$ cat src/rtl/regfile_write_arbiter_if.sv
// Write-port bus for regfile_write_arbiter: WB request, MDU result handshake,
// register-file write outputs and hazard-unit pending mask.
interface regfile_write_arbiter_if;
  logic        WbRegWrite;
  logic [4:0]  WbA3;
  logic [31:0] WbWD3;
  logic        MdValid;
  logic [4:0]  MdA3;
  logic [31:0] MdWD;
  logic        MdReady;
  logic        StallWB;
  logic        RegWrite;
  logic [4:0]  A3;
  logic [31:0] WD3;
  logic [31:0] MdPending;

  modport master (
    output WbRegWrite, WbA3, WbWD3, MdValid, MdA3, MdWD,
    input  MdReady, StallWB, RegWrite, A3, WD3, MdPending
  );

  modport slave (
    input  WbRegWrite, WbA3, WbWD3, MdValid, MdA3, MdWD,
    output MdReady, StallWB, RegWrite, A3, WD3, MdPending
  );
endinterface

$ cat src/rtl/regfile_write_arbiter.sv
// Register-file write-port arbiter: WB has priority, MDU results queue in a FIFO.
// Optional starvation guard (forced MDU drain, WB stall): REGWR_STARVE_GUARD_EN.
module regfile_write_arbiter #(
  parameter int unsigned DEPTH        = 2,
  parameter int unsigned STARVE_LIMIT = 4
) (
  input logic                    CLK,
  input logic                    RST,
  regfile_write_arbiter_if.slave bus
);
  localparam int unsigned PW = (DEPTH > 1) ? $clog2(DEPTH) : 1;
  localparam logic [PW:0] FULL_CNT = (PW+1)'(DEPTH);

  logic [4:0]       fa3 [DEPTH];
  logic [31:0]      fwd [DEPTH];
  logic [DEPTH-1:0] fvld;
  logic [PW-1:0]    rd_ptr, wr_ptr;
  logic [PW:0]      count;
  logic             full, empty, push, pop, wb_grant, force_drain;
  logic             regwrite_q;
  logic [4:0]       a3_q;
  logic [31:0]      wd3_q;
  logic [31:0]      pend;

  assign full     = (count == FULL_CNT);
  assign empty    = (count == '0);
  assign push     = bus.MdValid && bus.MdReady && (bus.MdA3 != 5'd0);
  assign wb_grant = !force_drain && bus.WbRegWrite && (bus.WbA3 != 5'd0);
  assign pop      = !empty && (force_drain || !wb_grant);

  assign bus.MdReady   = !full && !RST;
  assign bus.RegWrite  = regwrite_q;
  assign bus.A3        = a3_q;
  assign bus.WD3       = wd3_q;
  assign bus.MdPending = pend;

  always_ff @(posedge CLK) begin
    if (push) begin
      fa3[wr_ptr] <= bus.MdA3;
      fwd[wr_ptr] <= bus.MdWD;
    end
  end

  // push is blocked when full, so push and pop never touch the same slot
  always_ff @(posedge CLK) begin
    if (RST) begin
      rd_ptr <= '0;
      wr_ptr <= '0;
      count  <= '0;
      fvld   <= '0;
    end else begin
      if (push) begin
        wr_ptr       <= wr_ptr + 1'b1;
        fvld[wr_ptr] <= 1'b1;
      end
      if (pop) begin
        rd_ptr       <= rd_ptr + 1'b1;
        fvld[rd_ptr] <= 1'b0;
      end
      case ({push, pop})
        2'b10:   count <= count + 1'b1;
        2'b01:   count <= count - 1'b1;
        default: count <= count;
      endcase
    end
  end

  always_comb begin
    pend = '0;
    for (int unsigned i = 0; i < DEPTH; i++) begin
      if (fvld[i]) pend[fa3[i]] = 1'b1;
    end
  end

  always_ff @(posedge CLK) begin
    if (RST) begin
      regwrite_q <= 1'b0;
      a3_q       <= '0;
      wd3_q      <= '0;
    end else begin
      regwrite_q <= wb_grant || pop;
      if (wb_grant) begin
        a3_q  <= bus.WbA3;
        wd3_q <= bus.WbWD3;
      end else if (pop) begin
        a3_q  <= fa3[rd_ptr];
        wd3_q <= fwd[rd_ptr];
      end
    end
  end

`ifdef REGWR_STARVE_GUARD_EN
  typedef enum logic {NORMAL, FORCE} state_t;

  localparam int unsigned SW = (STARVE_LIMIT > 1) ? $clog2(STARVE_LIMIT + 1) : 1;
  localparam logic [SW-1:0] LAST_DENY = SW'(STARVE_LIMIT - 1);

  state_t        state_q, state_d;
  logic [SW-1:0] starve_q, starve_d;

  assign force_drain = (state_q == FORCE);
  assign bus.StallWB = (state_q == FORCE);

  always_ff @(posedge CLK) begin
    if (RST) begin
      state_q  <= NORMAL;
      starve_q <= '0;
    end else begin
      state_q  <= state_d;
      starve_q <= starve_d;
    end
  end

  // The denial that would bring the count to STARVE_LIMIT moves straight to
  // FORCE, so the stall lands in the cycle right after the LIMIT-th denial.
  always_comb begin
    state_d  = state_q;
    starve_d = starve_q;
    case (state_q)
      NORMAL: begin
        if (pop || empty) begin
          starve_d = '0;
        end else if (wb_grant) begin
          if (starve_q >= LAST_DENY) begin
            state_d  = FORCE;
            starve_d = '0;
          end else begin
            starve_d = starve_q + 1'b1;
          end
        end
      end
      FORCE: begin
        state_d  = NORMAL;
        starve_d = '0;
      end
      default: state_d = NORMAL;
    endcase
  end
`else
  assign force_drain = 1'b0;
  assign bus.StallWB = 1'b0;
`endif
endmodule
$ cat src/flat_wrapper.sv
// flat-port wrapper written by rule: the top's interface ports become plain ports
module regfile_write_arbiter_flat 
#(
  parameter int unsigned DEPTH        = 2,
  parameter int unsigned STARVE_LIMIT = 4
)
  (CLK, RST, bus_WbRegWrite, bus_WbA3, bus_WbWD3, bus_MdValid, bus_MdA3, bus_MdWD, bus_MdReady, bus_StallWB, bus_RegWrite, bus_A3, bus_WD3, bus_MdPending);
  regfile_write_arbiter_if bus_i ();
  input logic CLK;
  input logic RST;
  input wire logic [$bits(bus_i.WbRegWrite)-1:0] bus_WbRegWrite;
  input wire logic [$bits(bus_i.WbA3)-1:0] bus_WbA3;
  input wire logic [$bits(bus_i.WbWD3)-1:0] bus_WbWD3;
  input wire logic [$bits(bus_i.MdValid)-1:0] bus_MdValid;
  input wire logic [$bits(bus_i.MdA3)-1:0] bus_MdA3;
  input wire logic [$bits(bus_i.MdWD)-1:0] bus_MdWD;
  output wire logic [$bits(bus_i.MdReady)-1:0] bus_MdReady;
  output wire logic [$bits(bus_i.StallWB)-1:0] bus_StallWB;
  output wire logic [$bits(bus_i.RegWrite)-1:0] bus_RegWrite;
  output wire logic [$bits(bus_i.A3)-1:0] bus_A3;
  output wire logic [$bits(bus_i.WD3)-1:0] bus_WD3;
  output wire logic [$bits(bus_i.MdPending)-1:0] bus_MdPending;
  assign bus_i.WbRegWrite = bus_WbRegWrite;
  assign bus_i.WbA3 = bus_WbA3;
  assign bus_i.WbWD3 = bus_WbWD3;
  assign bus_i.MdValid = bus_MdValid;
  assign bus_i.MdA3 = bus_MdA3;
  assign bus_i.MdWD = bus_MdWD;
  assign bus_MdReady = bus_i.MdReady;
  assign bus_StallWB = bus_i.StallWB;
  assign bus_RegWrite = bus_i.RegWrite;
  assign bus_A3 = bus_i.A3;
  assign bus_WD3 = bus_i.WD3;
  assign bus_MdPending = bus_i.MdPending;
  regfile_write_arbiter #(.DEPTH(DEPTH), .STARVE_LIMIT(STARVE_LIMIT)) u_core (.CLK(CLK), .RST(RST), .bus(bus_i));
endmodule
$ cat config.mk
export PLATFORM = sky130hd
export DESIGN_NAME = regfile_write_arbiter_flat
export DESIGN_NICKNAME = d
export VERILOG_FILES = /design/src/rtl/regfile_write_arbiter_if.sv /design/src/rtl/regfile_write_arbiter.sv /design/src/flat_wrapper.sv
export SDC_FILE = /design/constraint.sdc
export NUM_CORES = 1
export LEC_CHECK = 0
export ABC_AREA = 0
export CAP_MARGIN = 20
export CORE_MARGIN = 2
export CORE_UTILIZATION = 35
export DETAILED_ROUTE_END_ITERATION = 6
export HOLD_SLACK_MARGIN = 0.1
export SYNTH_ARGS = -nofsm -noshare
export SYNTH_HDL_FRONTEND = slang
export SYNTH_SLANG_ARGS = --single-unit
$ cat constraint.sdc
create_clock -name CLK -period 3.6 [get_ports CLK]
set_input_delay 0.72 -clock CLK [delete_from_list [all_inputs] [get_ports CLK]]
set_output_delay 0.72 -clock CLK [all_outputs]
set_load 0.01 [all_outputs]
==> out/metrics.yaml <==
finalWirelength_mm: 12.6
syn_to_final_growth_pct: 45.5
critPathSlowestCell: "clkdlybuf4s50_1"
critical_path.startpoint_type: "register"
global_route.overflow_total: 0
cts_tree: "yes"
die_x_um: 123
maxCapViolCount: 0
final_antenna_net_count: 0
post_drt_via_cell_ratio: 5.13
power.combinational.fraction: 0.243
final_core_utilization: 0.522
p_int_mw: 3.31
syn_area_per_cell_um2: 11.5
numPortBuffers: 148
min-delay-path-class: "reg2reg"
relSlewSlack: 0.352
route.detailed.drc: 0
postSynthCellCount: 432
detailedPlace.worstSlack_ns: 0.737
hpwlAfterDp_mm: 8.69
power_switching_mw: 1.29
final_nets: 654
cts.sink_count: 119
clk_pin_slew_worst_paths_ns: 0.05
final_max_slew_viol_count: 0
power_density_nw_per_um2: 634
ctsHtreeMaxLevel: 4
netlist_area_um2: 4980
critical_path_rt_ns: 2.88
clock.fmax_ghz: 0.336
cts.path.max_buffers: 2
synthTopCellsByArea: "edfxtp_1 (45%), dfxtp_1 (18%), mux2i_1 (7.6%)"
cellLeakagePower_nw: 2.38
initial_standard_cell_utilization_of_the_core: 0.359
die-height_um: 123
combinational_family_with_the_most_area_after_synthesis: "compound AO/OA/AOI/OAI gates"
net_count_after_synthesis: 511
muxShareOfSynthArea: 0.0764
layout.cells.non_filler: 768
sequentialPowerShare: 0.386
grt_first_pass_wirelength_mm: 19.8
ys_seq_area_frac: 0.627
final_setup_vio_count: 0
fin_worst_skew_ns: 0.00609
seq_cells_post_synth: 119
gp_congestion: 0.775
most_common_cell_after_layout_fill_and_taps_aside: "clkdlybuf4s50_1"
result_of_the_run: "completed"
yosysUniqueCellTypes: 34
power.share.clock: 0.372
min_clock_period_post_route_ns: 2.98
placement_rows: 43
design.die.area_um2: 15200
finalCritPeriodShare: 0.827
postCtsResizedCells: 0
grt_setup_unrepaired: "false"
crit_path_max_incr_delay_ns: 0.58
synth.top_cell.area_share: 0.446
grt_start_max_net_pins: 52
ctsHoldBuffers: 0
cts_made_buffers: 17
parity_gate_share_of_the_synthesized_area_counting_xor_and_xnor_cells: 0.00352
grt.total_usage: 0.173
insertion_delay_ns: 0.41
placeableCoreArea_um2: 13900
grt_antenna_before_repair: 1
total_number_of_vias: 3939
ys.warnings.count: 0
setup_ws_ns: 0.622
share_of_synthesized_cell_area_in_full_adder_half_adder_and_majority_cells: 0.00251
power.share.switching: 0.280
tightestPinTransition_ns: 0.973
placed_cells: 736
critical_path_arrival_ns: 2.26
n_antenna_cell: 0
share_of_final_layout_standard_cells_stronger_than_drive_strength_1: 0.0833
vdd.ir_drop.worst_mv: 0.430
worstSetupPathType: "reg2out"
synth_top_cell_by_area: "edfxtp_1"
most_frequent_cells_in_the_layout: "clkdlybuf4s50_1 (147), nand2_1 (78), edfxtp_1 (74)"
cp-end-kind: "primary output"
cp_max_fo: 9
cts_setup_buffers: 0
ios: 150
clk_root_buffer_cell: "clkbuf_16"
drt-pass1-iter-count: 6
detailedRoute.firstIterationViolations: 218
synth-compound-area-share: 0.150
synthSimpleGateAreaFrac: 0.107
first_global_vias: 4016
post_route_setup_tns_ns: 0
drt-wirelength-per-cell_um: 16.5
worstPathCellList: "or3b_2, o22ai_1, clkdlybuf4s50_1"
timing.final.hold_violations: 0
[worst max-delay path: cells and delay by family, from the launching register on]
kind / cells / cell delay [ns]
flip-flops: 1 / 0.51
buffers and inverters: 1 / 0.58
AND/OR/NAND/NOR: 1 / 0.56
AO/OA/AOI/OAI: 1 / 0.20
[synthesized netlist by cell type (all sizes together)]
library cell and count:
xnor2 1, or3b 5, edfxtp 74, or3 5
o21ai 2, xor2 1, o22ai 32, nand3b 10
or2 1, buf 12, nor2 9, dfxtp 45
o31ai 1, a41oi 2, nor3 3, o31a 1
clkbuf 22, o211ai 37, ha 1, a21oi 42
conb 1, a211oi 1, inv 2, nand2b 1
nand3 5, nand2 78, mux2i 38
[routing by layer]
metal,part of all wire,global-route usage,vias up
met5,0.00095,0,-
met4,0.026,0.0902,2
met2,0.45,0.274,160
met3,0.079,0.0563,27
met1,0.44,0.210,1837
li1,-,-,1913
[flip-flops by register name, indices dropped and copies added (netlist names), 2 cells and up, named ones only]
name / cells
u_core.count: 2
u_core.bus.A3: 5
u_core.fvld: 2
u_core.fa3: 10
u_core.bus.WD3: 32
u_core.fwd: 64
[kinds of logic (layout without fill, tap and decap cells)]
| logic type | Yosys count | count (layout) |
|---|---|---|
| compound gates | 118 | 118 |
| xor+xnor | 2 | 2 |
| fa+ha+maj | 1 | 1 |
| buf+inv | 36 | 192 |
| flops | 119 | 119 |
| mux | 38 | 38 |
| other cells | 1 | 1 |
| simple gates | 117 | 117 |
[worst paths after layout]
kind	startpoint	endpoint	slack (ns)	cells after the start
worst max-delay path	u_core.fa3[1][2]	bus_MdPending[10]	0.62	3
worst min-delay path	u_core.rd_ptr	u_core.fvld[1]	0.51	1
worst max register to register	u_core.count[0]	u_core.count[1]	1.48	6
worst min register to register	u_core.rd_ptr	u_core.fvld[1]	0.51	1
[metrics by stage]
stage               area [um^2]  power (mW)  hold WS (ns)
floorplan                  4980        2.44         0.453
global placement           6630        2.91         0.509
detailed placement         6630        2.93         0.504
CTS                        7250        4.65         0.515
global route               7250        4.84         0.543
finish                     7250        4.60         0.515
[power groups by stage]
stage	registers [mW]	clock network, mW	logic (mW)
finish	1.77	1.71	1.11
floorplan	1.77	0	0.670
CTS	1.77	1.74	1.14
global route	1.80	1.80	1.24
global placement	1.79	0	1.12
detailed placement	1.80	0	1.13
[cell type report]
| type | count | area, um^2 |
|---|---|---|
| Clock buffer | 27 | 567 |
| Clock inverter | 5 | 53.8 |
| Fill cell | 1241 | 6640 |
| Inverter | 2 | 7.51 |
| Multi-Input combinational cell | 277 | 1720 |
| Sequential cell | 119 | 3120 |
| Tap cell | 180 | 225 |
| Timing Repair Buffer | 158 | 1550 |
Power figures use the tool's default switching activity.
